===== src/rtl/seg_scan_decoder.sv =====
// Rebuilds the 16-bit hex value and decimal points from scanned, active-low AN/SEG display lines.
// Latency: 2 (sync) + SETTLE_CYC (stability) + 2 (capture, frame commit) clk from final digit to dat_vld.
// No backpressure: observe-only receiver; outputs are pulses/levels, nothing is held off.
module seg_scan_decoder #(
   parameter int SETTLE_CYC  = 16,     // must be >= 2
   parameter int TIMEOUT_CYC = 400000
) (
   input  logic        clk,
   input  logic        rst_n,
   input  logic [3:0]  an,
   input  logic [7:0]  seg,
   output logic [15:0] dat,
   output logic [3:0]  dp,
   output logic        dat_vld,
   output logic        seg_err,
   output logic        an_err,
   output logic        stale
);

   localparam int SW = $clog2(SETTLE_CYC + 1);
   localparam int TW = $clog2(TIMEOUT_CYC + 1);

   typedef enum logic [1:0] {
      ST_WAIT   = 2'd0,
      ST_STABLE = 2'd1,
      ST_SAMPLE = 2'd2,
      ST_HOLD   = 2'd3
   } state_t;

   // Decoded pattern {g..a} (1 = lit) -> {match, nibble}
   function automatic logic [4:0] hex_dec(input logic [6:0] p);
      logic [4:0] r;
      case (p)
         7'h3F:   r = 5'h10;
         7'h06:   r = 5'h11;
         7'h5B:   r = 5'h12;
         7'h4F:   r = 5'h13;
         7'h66:   r = 5'h14;
         7'h6D:   r = 5'h15;
         7'h7D:   r = 5'h16;
         7'h07:   r = 5'h17;
         7'h7F:   r = 5'h18;
         7'h6F:   r = 5'h19;
         7'h77:   r = 5'h1A;
         7'h7C:   r = 5'h1B;
         7'h39:   r = 5'h1C;
         7'h5E:   r = 5'h1D;
         7'h79:   r = 5'h1E;
         7'h71:   r = 5'h1F;
         default: r = 5'h00;
      endcase
      return r;
   endfunction

   logic [3:0]    an_s1_q, an_s2_q;
   logic [7:0]    seg_s1_q, seg_s2_q;
   logic [11:0]   cur;

   state_t        state_q, state_d;
   logic [11:0]   prev_q, prev_d;
   logic [11:0]   smp_q, smp_d;
   logic [SW-1:0] cnt_q, cnt_d;
   logic [TW-1:0] to_cnt_q, to_cnt_d;
   logic [3:0]    mask_q, mask_d;
   logic [15:0]   shd_dat_q, shd_dat_d;
   logic [3:0]    shd_dp_q, shd_dp_d;
   logic [15:0]   dat_q, dat_d;
   logic [3:0]    dp_q, dp_d;
   logic          dat_vld_q, dat_vld_d;
   logic          seg_err_q, seg_err_d;
   logic          an_err_q, an_err_d;
   logic          stale_q, stale_d;

   logic [3:0]    an_low;
   logic [4:0]    dec;
   logic          cap;

   // Two-flop synchronizer on the raw display lines
   always_ff @(posedge clk or negedge rst_n) begin
      if (!rst_n) begin
         an_s1_q  <= '0;
         an_s2_q  <= '0;
         seg_s1_q <= '0;
         seg_s2_q <= '0;
      end else begin
         an_s1_q  <= an;
         an_s2_q  <= an_s1_q;
         seg_s1_q <= seg;
         seg_s2_q <= seg_s1_q;
      end
   end

   assign cur    = {an_s2_q, seg_s2_q};
   assign an_low = ~smp_q[11:8];
   assign dec    = hex_dec(~smp_q[6:0]);

   // Next-state: settle tracking, digit capture, frame commit and staleness timeout
   always_comb begin
      state_d   = state_q;
      prev_d    = cur;
      smp_d     = smp_q;
      cnt_d     = cnt_q;
      to_cnt_d  = to_cnt_q;
      mask_d    = mask_q;
      shd_dat_d = shd_dat_q;
      shd_dp_d  = shd_dp_q;
      dat_d     = dat_q;
      dp_d      = dp_q;
      dat_vld_d = 1'b0;
      seg_err_d = 1'b0;
      an_err_d  = 1'b0;
      stale_d   = stale_q;
      cap       = 1'b0;

      // Commit the frame the cycle after all four slots are filled
      if (mask_q == 4'hF) begin
         dat_d     = shd_dat_q;
         dp_d      = shd_dp_q;
         dat_vld_d = 1'b1;
         mask_d    = 4'h0;
         stale_d   = 1'b0;
      end

      case (state_q)
         ST_WAIT: begin
            if (cur != prev_q) begin
               state_d = ST_STABLE;
               cnt_d   = SW'(1);
            end
         end
         ST_STABLE: begin
            if (cur != prev_q) begin
               cnt_d = SW'(1);
            end else if (cnt_q == SW'(SETTLE_CYC - 1)) begin
               // cur has now held for SETTLE_CYC consecutive cycles
               state_d = ST_SAMPLE;
               smp_d   = cur;
            end else begin
               cnt_d = cnt_q + SW'(1);
            end
         end
         ST_SAMPLE: begin
            state_d = ST_HOLD;
            if (an_low == 4'h0) begin
               // blank period between digits: nothing to record
            end else if (!$onehot(an_low)) begin
               an_err_d = 1'b1;
            end else if (dec[4]) begin
               cap = 1'b1;
               for (int i = 0; i < 4; i++) begin
                  if (an_low[i]) begin
                     shd_dat_d[4*i +: 4] = dec[3:0];
                     shd_dp_d[i]         = ~smp_q[7];
                     mask_d[i]           = 1'b1;
                  end
               end
            end else begin
               seg_err_d = 1'b1;
               mask_d    = mask_d & ~an_low;
            end
         end
         ST_HOLD: begin
            // Compare against the sampled value so a change landing in SAMPLE is not missed
            if (cur != smp_q) begin
               state_d = ST_STABLE;
               cnt_d   = SW'(1);
            end
         end
         default: state_d = ST_WAIT;
      endcase

      // A capture in the same cycle as the timeout wins
      if (cap) begin
         to_cnt_d = '0;
      end else if (to_cnt_q != TW'(TIMEOUT_CYC)) begin
         to_cnt_d = to_cnt_q + TW'(1);
      end else begin
         stale_d = 1'b1;
         mask_d  = 4'h0;
      end
   end

   // State and output registers
   always_ff @(posedge clk or negedge rst_n) begin
      if (!rst_n) begin
         state_q   <= ST_WAIT;
         prev_q    <= '0;
         smp_q     <= '0;
         cnt_q     <= '0;
         to_cnt_q  <= '0;
         mask_q    <= '0;
         shd_dat_q <= '0;
         shd_dp_q  <= '0;
         dat_q     <= '0;
         dp_q      <= '0;
         dat_vld_q <= 1'b0;
         seg_err_q <= 1'b0;
         an_err_q  <= 1'b0;
         stale_q   <= 1'b1;
      end else begin
         state_q   <= state_d;
         prev_q    <= prev_d;
         smp_q     <= smp_d;
         cnt_q     <= cnt_d;
         to_cnt_q  <= to_cnt_d;
         mask_q    <= mask_d;
         shd_dat_q <= shd_dat_d;
         shd_dp_q  <= shd_dp_d;
         dat_q     <= dat_d;
         dp_q      <= dp_d;
         dat_vld_q <= dat_vld_d;
         seg_err_q <= seg_err_d;
         an_err_q  <= an_err_d;
         stale_q   <= stale_d;
      end
   end

   assign dat     = dat_q;
   assign dp      = dp_q;
   assign dat_vld = dat_vld_q;
   assign seg_err = seg_err_q;
   assign an_err  = an_err_q;
   assign stale   = stale_q;

endmodule


===== config.mk =====
export PLATFORM = sky130hd
export DESIGN_NAME = seg_scan_decoder
export DESIGN_NICKNAME = d
export VERILOG_FILES = /design/src/rtl/seg_scan_decoder.sv
export SDC_FILE = /design/constraint.sdc
export NUM_CORES = 1
export LEC_CHECK = 0
export CAP_MARGIN = 20
export CORE_MARGIN = 2
export CORE_UTILIZATION = 30
export CTS_CLUSTER_DIAMETER = 100
export DETAILED_ROUTE_END_ITERATION = 12
export GPL_ROUTABILITY_DRIVEN = 0
export SYNTH_ARGS = -nofsm -noshare
export SYNTH_HDL_FRONTEND = slang
export SYNTH_SLANG_ARGS = --single-unit
export TNS_END_PERCENT = 5

===== constraint.sdc =====
create_clock -name clk -period 5.9 [get_ports clk]
set_input_delay 1.18 -clock clk [delete_from_list [all_inputs] [get_ports clk]]
set_output_delay 1.18 -clock clk [all_outputs]
set_load 0.01 [all_outputs]

* Word level (Yosys, flattened, before mapping)
Index checks and enable logic that the tools add are counted.
Widths: inputs -> output; s select.
** Storage, ports and cells
- Flip-flop bits (word level) :: 122
- Input bits :: 14
- Output and inout bits :: 24
- Word-level logic and storage cells :: 116
** Cells by class
- Add/sub/neg operators :: 5
- Equality and inequality tests :: 30
- Mux-type cells :: 39
- Bitwise logic cells :: 7
- Reduce and logical (&&, ||, !) cells :: 11
** Operators by type and width (count)
- $eq 7x7->1 const B :: 12
- $pmux 5 s16 :: 1
- $mux 19 :: 2
- $mux 4 :: 7
- $ne 12x12->1 :: 2
- $mux 5 :: 4
- $reduce_and 5->1 :: 4
- $add 19x1->19 const B :: 1
- $mux 1 :: 19
- $ne 19x19->1 const B :: 1
- $pmux 5 s3 :: 1
- $eq 7x3->1 const B :: 2
- $eq 7x6->1 const B :: 2
- $mux 2 :: 4
- $ne 2x2->1 const B :: 4
- $not 4->4 :: 2
- $pmux 2 s4 :: 1
- $reduce_and 4->1 :: 2
- $not 7->7 :: 1
- $add 5x1->5 const B :: 1
- $eq 5x4->1 const B :: 1
- $add 1x1->2 :: 2
- $and 4x4->4 :: 1
- $eq 2x2->1 const B :: 2
- other kinds (11) :: 13

* Longest topological paths before layout
Gate-level depths: netlist of run 1.
- Depth after elaboration :: 9
- Gate-level depth with buffers :: 9
- Mapped depth without buffers :: 9

* Least setup slack after synthesis of run 1
No wires, ideal clock.
- Kind :: reg-to-reg
- Start :: reg smp_q[8]
- End :: reg shd_dat_q[0]
- Library setup time :: 0.125 ns
- Arrival time :: 3.039 ns
- Required time :: 5.775 ns
- Setup slack :: 2.736 ns
- Stages on the path, launching flop included :: 10
- Buffers on the path :: 0
- Period minus slack after synthesis :: 3.164 ns
- Cells stage by stage :: dfrtp_1 > fa_1 > inv_1 > ha_1 > ha_1 > nor3b_1 > nand3_1 > or2_2 > a31oi_2 > mux2_2
** Between the ends
- Longest elaborated chain between the ends :: 5
- Elaborated cells on any way between the ends :: 7
- Classes of those cells :: add/sub (2); eq/ne (1); bitwise (2); reduce/logical (2)
** Ends and longest elaborated chain
- start: declaration :: RTL line 61 : logic [11:0] smp_q, smp_d;
- start signal: assignment :: RTL line 203 : smp_q <= smp_d;
- $not 4->4 * :: RTL line 94 : assign an_low = ~smp_q[11:8];
- $add 1x1->2 (implied by the code) :: RTL line 146 : end else if (!$onehot(an_low)) begin
- $add 2x2->3 (implied by the code) :: RTL line 146
- $eq 3x1->1 :: RTL line 146
- $reduce_and 5->1 (no line) *
- end signal: assignment :: RTL line 207 : shd_dat_q <= shd_dat_d;
- end: declaration :: RTL line 65 : logic [15:0] shd_dat_q, shd_dat_d;
Every way passes the cells marked *; elsewhere a longest branch is shown, timed or not.
A chain may end at the register's enable or synchronous reset.

* Final worst setup path of run 1
Ends and elaborated chain as after synthesis.

==> impl_metrics.ini, run 1 <==
[drt]
wl_mm = 10.4
drc_errors = 0
dr.pass1.iters = 4
wl_per_cell_um = 13.8
via_count = 3565
drt-initial-drc-count = 244
ant_nets = 0
avgViaCountPerCell = 4.72

[outcome]
status = finished clean

[floorplan]
die_x_um = 140
rows = 49
start_util_pct = 30.7
die-area_um2 = 19500
coreArea_um2 = 18000
die_h_um = 140
pin_count = 38

[logic_synthesis]
ys_ff_latch = 122
synth_area_per_cell_um2 = 11.6
synth_cell_types = 64
synth_edf_count = 0
synthFlopType = dfrtp_1
syn_nets = 505
ys_seq_area_share_pct = 55.3
yosys_warnings = 0
synthArstFlopShare_pct = 100
syn_area_um2 = 5530
netlist_instances = 477

[cts]
cts.repair.resized = 0
clk_pin_slew_ns = 0.06
cts_inserted_buffers = 17
cts_tree = built
cts_num_sinks = 122
ctsRootBufferMaster = clkbuf_16
hold_buffers = 0
htreeDepth = 4
cts_setup_buffers = 0
clk_latency_ns = 0.42
ctsLongestPathBuffers = 2

[grt]
overflow = 0
grt_usage_pct = 11.9
grt_max_degree = 78
grt_pass1_wl_mm = 18.4
grt_antenna_before_repair = 0
first_global_vias = 3657

[timing]
slew_headroom_pct = 29.9
clock_skew_ns = 0.00621
period_minus_slack_ns = 3.50
finalHoldViolations = 0
tns_ns = 0
tightest_slew_ns = 1.04
rsz0062_at_grt = no
finalCritPeriodShare_pct = 59.3
max_freq_ghz = 0.286
slew_viol_final = 0
setup_viol = 0

[setup_path]
critPathMaxStageDelay_ns = 0.56
arrival_ns = 3.80
worstSetupStartpointType = register
path_cells = fa_1 > inv_1 > ha_1 > ha_1 > nor3b_1 > nand3_1 > or2_2 > a31oi_2 > mux2_2
cp_max_fo = 5
required_ns = 6.20
critPathBufInv = 1
crit_family = simple AND/OR/NAND/NOR gates
path_class = reg -> reg
path_common_cell = ha_1
slowest_stage = fa_1
worstSetupEndpointType = register

[run]
max_cap_viol_count = 0

[layout]
drive_above_1_share_pct = 14.4
post-route-util_pct = 36.8
fill_cells = 1758
synthToLayoutAreaGrowth_pct = 20.1
final_nets = 542
n_antenna_cell = 0

[place]
io_buffer_count = 37
dp_hpwl_mm = 7.27

[power]
p_leak_nw = 2.90
powerDensity_nw_per_um2 = 308
peakVddDrop_uv = 196

[hold_path]
min_path_type = reg -> reg
registers in the layout, indices dropped and copies added, names as in the netlist:
signal / flops
seg_s1_q: 8
cnt_q: 5
an_s2_q: 4
prev_q: 12
dat: 16
dp: 4
dat_vld: 1
shd_dat_q: 16
an_err: 1
to_cnt_q: 19
seg_err: 1
state_q: 2
seg_s2_q: 8
an_s1_q: 4
smp_q: 12
mask_q: 4
stale: 1
shd_dp_q: 4
cell usage after synthesis, types with 4 or more instances:
cell type | n | share of area, %
nor2_1 | 31 | 2.1
clkbuf_1 | 7 | 0.48
mux2_4 | 6 | 1.6
nor3_1 | 7 | 0.63
nand4_1 | 11 | 1.2
a211o_1 | 5 | 0.79
and3_1 | 5 | 0.57
dfrtp_1 | 121 | 55
a21oi_1 | 7 | 0.63
mux2i_1 | 7 | 1.3
o21ai_0 | 17 | 1.5
nor4_1 | 7 | 0.79
xor2_1 | 20 | 3.2
nand2b_1 | 5 | 0.57
buf_6 | 7 | 1.4
mux2_2 | 16 | 3.3
nand2_1 | 52 | 3.5
nand3_1 | 20 | 1.8
or2_2 | 4 | 0.45
o22ai_1 | 7 | 0.79
ha_1 | 13 | 2.9
inv_1 | 24 | 1.6
a31oi_4 | 4 | 1.5
xnor2_1 | 21 | 3.3
cell type report:
| cell class | instances | area (µm²) | share of cell area [%] |
|---|---|---|---|
| clock inverter | 11 | 145 | 2.19 |
| tap | 229 | 287 | 4.32 |
| timing repair buffer | 39 | 383 | 5.77 |
| clock buffer | 21 | 460 | 6.94 |
| inverter | 24 | 90.1 | 1.36 |
| multi-input combinational | 310 | 2220 | 33.4 |
| sequential | 122 | 3050 | 46.0 |
worst register-to-register path: stages (launching register included):
cell	delay (ns)
dfrtp_1	0.45
fa_1	0.56
inv_1	0.04
ha_1	0.17
ha_1	0.28
nor3b_1	0.47
nand3_1	0.32
or2_2	0.40
a31oi_2	0.32
mux2_2	0.38
metal layers:
metal / global-route usage [%] / up-vias / part of all wire (%) / wire length, µm
met3: 3.89 / 17 / 4.0 / 413
li1: - / 1736 / - / -
met4: 5.21 / 0 / 2.1 / 215
met1: 15.6 / 1732 / 48 / 4960
met2: 18.0 / 80 / 46 / 4820
met5: 0 / - / 0 / 0
placed cells by master, fill, tap and decap left out, types with 11 or more instances in the layout:
| master | netlist | final |
|---|---|---|
| clkbuf_16 | 0 | 17 |
| clkdlybuf4s50_1 | 0 | 36 |
| dfrtp_1 | 121 | 121 |
| ha_1 | 13 | 13 |
| inv_1 | 24 | 24 |
| mux2_2 | 16 | 16 |
| nand2_1 | 52 | 52 |
| nand3_1 | 20 | 20 |
| nand4_1 | 11 | 11 |
| nor2_1 | 31 | 31 |
| o21ai_0 | 17 | 17 |
| xnor2_1 | 21 | 21 |
| xor2_1 | 20 | 20 |
path summary, 6_finish.rpt:
path,from,endpoint,slack (ns),depth (start not counted)
worst max-delay path,smp_q[8]$_DFFE_PN0N_,shd_dat_q[0]$_DFFE_PN0P_,2.40,9
worst min-delay path,seg_s1_q[5]$_DFF_PN0_,seg_s2_q[5]$_DFF_PN0_,0.35,0
worst max register to register,smp_q[8]$_DFFE_PN0N_,shd_dat_q[0]$_DFFE_PN0P_,2.40,9
worst min register to register,seg_s1_q[5]$_DFF_PN0_,seg_s2_q[5]$_DFF_PN0_,0.35,0
max in group asynchronous,rst_n,stale$_DFF_PN1_,3.87,2
min in group asynchronous,rst_n,seg_s1_q[6]$_DFF_PN0_,0.91,1
cell families (layout without fill, tap and decap cells):
logic type	count (synthesis)	count (layout)	share of synthesized area [%]
AO/OA/AOI/OAI	59	59	8.49
XOR/XNOR	41	41	6.50
adder cells (fa/ha/maj)	14	14	3.31
buffers and inverters	45	95	4.62
flip-flops	122	122	55.3
multiplexers	29	29	6.16
AND/OR/NAND/NOR	167	167	15.6
power breakdown:
group	switching (W)	internal (W)	total, W	leakage, nW
Sequential	0.0000189	0.000860	0.000879	1.59
Clock	0.000357	0.000684	0.00104	0.289
Combinational	0.0000698	0.0000538	0.000124	1.02
Total	0.000445	0.00160	0.00204	2.90
metrics by stage:
step	power, W	setup WS (ns)	hold WS [ns]	cell area, µm²	std cells
2_1_floorplan	0.000964	2.74	0.331	5530	477
3_3_place_gp	0.00101	2.58	0.334	6030	724
3_5_place_dp	0.00102	2.42	0.335	6030	724
4_1_cts	0.00207	2.38	0.347	6640	756
5_1_grt	0.00213	2.22	0.353	6640	756
6_report	0.00204	2.40	0.346	6640	756
Note: power is estimated with default switching activity, not from simulation.
==> inputs of run 2 (changes only) <==
clock period = 2.9 ns   (was 5.9 ns; I/O delays follow)
==> impl_metrics.ini, run 2 (same netlist as run 1, synthesis figures left out) <==
[layout]
largest_reg_flops = 19
layout_common_cells = 121 x dfrtp_1, 52 x nand2_1, 36 x clkdlybuf4s50_1, 31 x nor2_1, 24 x inv_1
final_nets = 557
n_antenna_cell = 0
synthToLayoutAreaGrowth_pct = 23.1
drive_above_1_share_pct = 16.7
layout_commonest_cell = dfrtp_1
regMostFlops = to_cnt_q

[timing]
finalHoldViolations = 0
tns_ns = 0
slew_viol_final = 0
period_minus_slack_ns = 2.75
tightest_slew_ns = 0.696
clock_skew_ns = 0.0115
finalCritPeriodShare_pct = 94.8
slew_headroom_pct = 53.2
fin_ws_ns = 0.151
rsz0062_at_grt = no
setup_viol = 0
max_freq_ghz = 0.364

[run]
max_cap_viol_count = 0

[power]
powerDensity_nw_per_um2 = 619
p_leak_nw = 3.00
peakVddDrop_uv = 390

[place]
dpl_worst_slack_ns = 0.0827
dp_hpwl_mm = 7.52
io_buffer_count = 37

[floorplan]
coreArea_um2 = 18000
start_util_pct = 30.7
die_x_um = 140
pin_count = 38
die_h_um = 140
rows = 49
die-area_um2 = 19500

[drt]
dr.pass1.iters = 6
avgViaCountPerCell = 4.70
wl_per_cell_um = 13.8
via_count = 3616
wl_mm = 10.6
drc_errors = 0
drt-initial-drc-count = 221
ant_nets = 0

[setup_path]
required_ns = 3.19
path_class = reg -> reg
path_common_cell = ha_1
path_cells = fa_1 > inv_1 > ha_1 > ha_1 > nor3b_4 > nand3_2 > or2_2 > a31oi_4 > mux2_4
slowest_stage = fa_1
arrival_ns = 3.04
critPathMaxStageDelay_ns = 0.53
worstSetupStartpointType = register
worstSetupEndpointType = register
cp_max_fo = 3

[grt]
grt_usage_pct = 11.5
overflow = 0
grt_max_degree = 54
first_global_vias = 3684
grt_pass1_wl_mm = 18.0
grt_antenna_before_repair = 0

[hold_path]
min_path_type = in -> async

[cts]
ctsLongestPathBuffers = 2
cts_inserted_buffers = 17
ctsRootBufferMaster = clkbuf_16
clk_pin_slew_ns = 0.05
clk_latency_ns = 0.41
cts_num_sinks = 122
cts_tree = built
hold_buffers = 0
htreeDepth = 4
cts_setup_buffers = 0

[outcome]
status = finished clean
==> run 2: cell count changes in the layout (fill, tap and decap cells not counted), sizes merged <==
| cell | delta |
|---|---|
| buf | +15 |
| bufinv | +1 |
| clkbuf | +1 |
| clkinv | -1 |
| clkinvlp | -3 |
==> run 2: cell type report <==
cell class	instances	area, µm²
well taps	229	287
clock buffers	22	464
fillers	1732	11200
multi-input cells	310	2240
clock inverters	8	144
flip-flops and latches	122	3050
repair buffers	54	520
inverters	24	90.1
==> run 2: per-stage QoR <==
step | utilization (%) | hold WS, ns | area (µm²) | power [W] | instances
2_1_floorplan | - | 0.284 | 5550 | 0.00196 | 477
3_3_place_gp | 34.4 | 0.333 | 6190 | 0.00207 | 739
3_5_place_dp | 34.4 | 0.335 | 6190 | 0.00208 | 739
4_1_cts | 37.7 | 0.216 | 6800 | 0.00427 | 769
5_1_grt | 37.7 | 0.242 | 6800 | 0.00438 | 769
6_report | 37.7 | 0.198 | 6800 | 0.00421 | 769
==> run 2: repair_timing <==
action / in CTS / in global routing
endpoints found under the hold margin: 0 / 0
endpoints found under the setup margin: 0 / 3
gates resized for setup: 0 / 1
==> run 2: path summary, 6_finish.rpt <==
check / from / to / slack (ns) / cells after the start
worst max-delay path: smp_q[8]$_DFFE_PN0N_ / shd_dat_q[6]$_DFFE_PN0P_ / 0.15 / 9
worst min-delay path: rst_n / to_cnt_q[7]$_DFFE_PN0P_ / 0.20 / 1
worst max register to register: smp_q[8]$_DFFE_PN0N_ / shd_dat_q[6]$_DFFE_PN0P_ / 0.15 / 9
worst min register to register: seg_s1_q[3]$_DFF_PN0_ / seg_s2_q[3]$_DFF_PN0_ / 0.35 / 0
max in group asynchronous: rst_n / seg_s1_q[6]$_DFF_PN0_ / 1.91 / 2
min in group clk: seg_s1_q[3]$_DFF_PN0_ / seg_s2_q[3]$_DFF_PN0_ / 0.35 / 0
==> run 2: worst max-delay path, delay by kind of cell, from the launching register on <==
family | cells | cell delay [ns]
flops | 1 | 0.39
buf+inv | 1 | 0.04
mux | 1 | 0.32
compound gates | 1 | 0.21
fa+ha+maj | 3 | 1.01
simple gates | 3 | 0.67
==> run 2: power by group <==
part | switching (W) | total, W | leakage, nW | internal (W)
registers | 0.0000406 | 0.00179 | 1.59 | 0.00175
clock network | 0.000687 | 0.00216 | 0.300 | 0.00147
logic | 0.000148 | 0.000261 | 1.11 | 0.000113
total | 0.000876 | 0.00421 | 3.00 | 0.00333
==> run 2: layer usage <==
| layer | up-vias | share of wire (%) | global-route usage, % |
|---|---|---|---|
| met5 | - | 0 | 0 |
| met4 | 0 | 1.7 | 5.37 |
| met1 | 1770 | 47 | 14.9 |
| li1 | 1760 | - | - |
| met2 | 73 | 48 | 18.1 |
| met3 | 13 | 3.3 | 3.06 |
==> inputs of run 3 (changes only) <==
PLACE_DENSITY = 0.56   (was unset)
==> impl_metrics.ini, run 3 (same netlist as run 1, synthesis figures left out) <==
[grt]
overflow = 0
grt_usage_pct = 12.3
grt_pass1_wl_mm = 19.1
first_global_vias = 3770
grt_max_degree = 63
grt_antenna_before_repair = 0

[power]
powerDensity_nw_per_um2 = 593
p_leak_nw = 2.98
peakVddDrop_uv = 415

[cts]
hold_buffers = 0
cts_num_sinks = 122
ctsRootBufferMaster = clkbuf_16
cts_inserted_buffers = 17
cts_setup_buffers = 0
clk_latency_ns = 0.41
ctsLongestPathBuffers = 2
clk_pin_slew_ns = 0.05
cts_tree = built
cts.repair.resized = 0
htreeDepth = 4

[timing]
max_freq_ghz = 0.358
period_minus_slack_ns = 2.79
tightest_slew_ns = 0.659
finalHoldViolations = 0
slew_viol_final = 0
setup_viol = 0
clock_skew_ns = 0.00863
rsz0062_at_grt = no
finalCritPeriodShare_pct = 96.4
tns_ns = 0
slew_headroom_pct = 55.8
fin_ws_ns = 0.105

[place]
dp_hpwl_mm = 7.40
io_buffer_count = 37
dpl_worst_slack_ns = 0.0912
dp_cells = 742

[layout]
n_antenna_cell = 0
layout_commonest_cell = dfrtp_1
final_nets = 560
layout_common_cells = 121 x dfrtp_1, 52 x nand2_1, 36 x clkdlybuf4s50_1, 31 x nor2_1, 24 x inv_1
instances_no_fill = 772
synthToLayoutAreaGrowth_pct = 22.3
drive_above_1_share_pct = 17.3
largest_reg_flops = 19
fill_cells = 1776
regMostFlops = to_cnt_q

[setup_path]
worstSetupEndpointType = register
cp_max_fo = 4
worstSetupStartpointType = register
r2r-start = smp_q[8]$_DFFE_PN0N_
path_class = reg -> reg
required_ns = 3.19
crit_start = smp_q[8]$_DFFE_PN0N_
arrival_ns = 3.09

[drt]
avgViaCountPerCell = 4.69
drc_errors = 0
via_count = 3623
wl_per_cell_um = 13.9
wl_mm = 10.7
ant_nets = 0
drt-initial-drc-count = 210
dr.pass1.iters = 4

[floorplan]
die-area_um2 = 19500
rows = 49
die_x_um = 140
coreArea_um2 = 18000
die_h_um = 140
start_util_pct = 30.7
pin_count = 38

[run]
max_cap_viol_count = 0

[outcome]
status = finished clean

[hold_path]
min_path_type = in -> async
## run 3: changes by cell type in the layout (fill, tap and decap cells not counted)
cell | previous run | this run
clkinv_4 | 1 | 0
clkbuf_8 | 2 | 4
or2_2 | 3 | 4
or2_4 | 1 | 0
buf_12 | 2 | 1
clkbuf_1 | 3 | 2
bufinv_16 | 4 | 1
buf_4 | 16 | 20
clkinvlp_4 | 0 | 3
## run 3: where the power goes
part / internal, W / total (W) / switching, W
combinational: 0.000113 / 0.000254 / 0.000141
clock: 0.00125 / 0.00196 / 0.000710
sequential: 0.00175 / 0.00179 / 0.0000401
total: 0.00312 / 0.00401 / 0.000891
## run 3: layout make-up
type | count | area (µm²) | area share, %
clock buffer | 23 | 488 | 7.22
clock inverter | 7 | 67.6 | 1.00
inverter | 24 | 90.1 | 1.33
multi-input combinational | 310 | 2240 | 33.2
sequential | 122 | 3050 | 45.2
tap | 229 | 287 | 4.24
timing repair buffer | 57 | 531 | 7.85
## run 3: routing by layer
layer | up-vias | GRT usage (%) | wire length (µm) | share of wire (%)
met4 | 0 | 5.16 | 172 | 1.6
met5 | - | 0 | 0 | 0
met3 | 16 | 3.75 | 449 | 4.2
met2 | 75 | 18.7 | 4920 | 46
li1 | 1771 | - | - | -
met1 | 1761 | 16.2 | 5180 | 48
## run 3: path summary, 6_finish.rpt
kind / cells after the start / endpoint / slack (ns)
max in group asynchronous: 2 / stale$_DFF_PN1_ / 2.01
min reg2reg: 0 / seg_s2_q[1]$_DFF_PN0_ / 0.34
max: 9 / shd_dat_q[1]$_DFFE_PN0P_ / 0.11
max reg2reg: 9 / shd_dat_q[1]$_DFFE_PN0P_ / 0.11
min in group clk: 0 / seg_s2_q[1]$_DFF_PN0_ / 0.34
min: 1 / dat[2]$_DFFE_PN0P_ / 0.11
## run 3: critical path, cell delays in order (launching register included)
cell	delay (ns)
dfrtp_1	0.39
fa_1	0.53
inv_1	0.04
ha_1	0.17
ha_1	0.30
nor3b_4	0.22
nand3_2	0.10
or2_2	0.35
a31oi_4	0.22
mux2_2	0.36
## run 3: per-stage QoR
stage	utilization [%]	hold WS, ns	cell area (µm²)	power (W)
2_1_floorplan	-	0.284	5550	0.00196
3_3_place_gp	34.4	0.335	6200	0.00207
3_5_place_dp	34.4	0.335	6200	0.00208
4_1_cts	37.5	0.100	6760	0.00408
5_1_grt	37.5	0.113	6760	0.00421
6_report	37.5	0.105	6760	0.00401
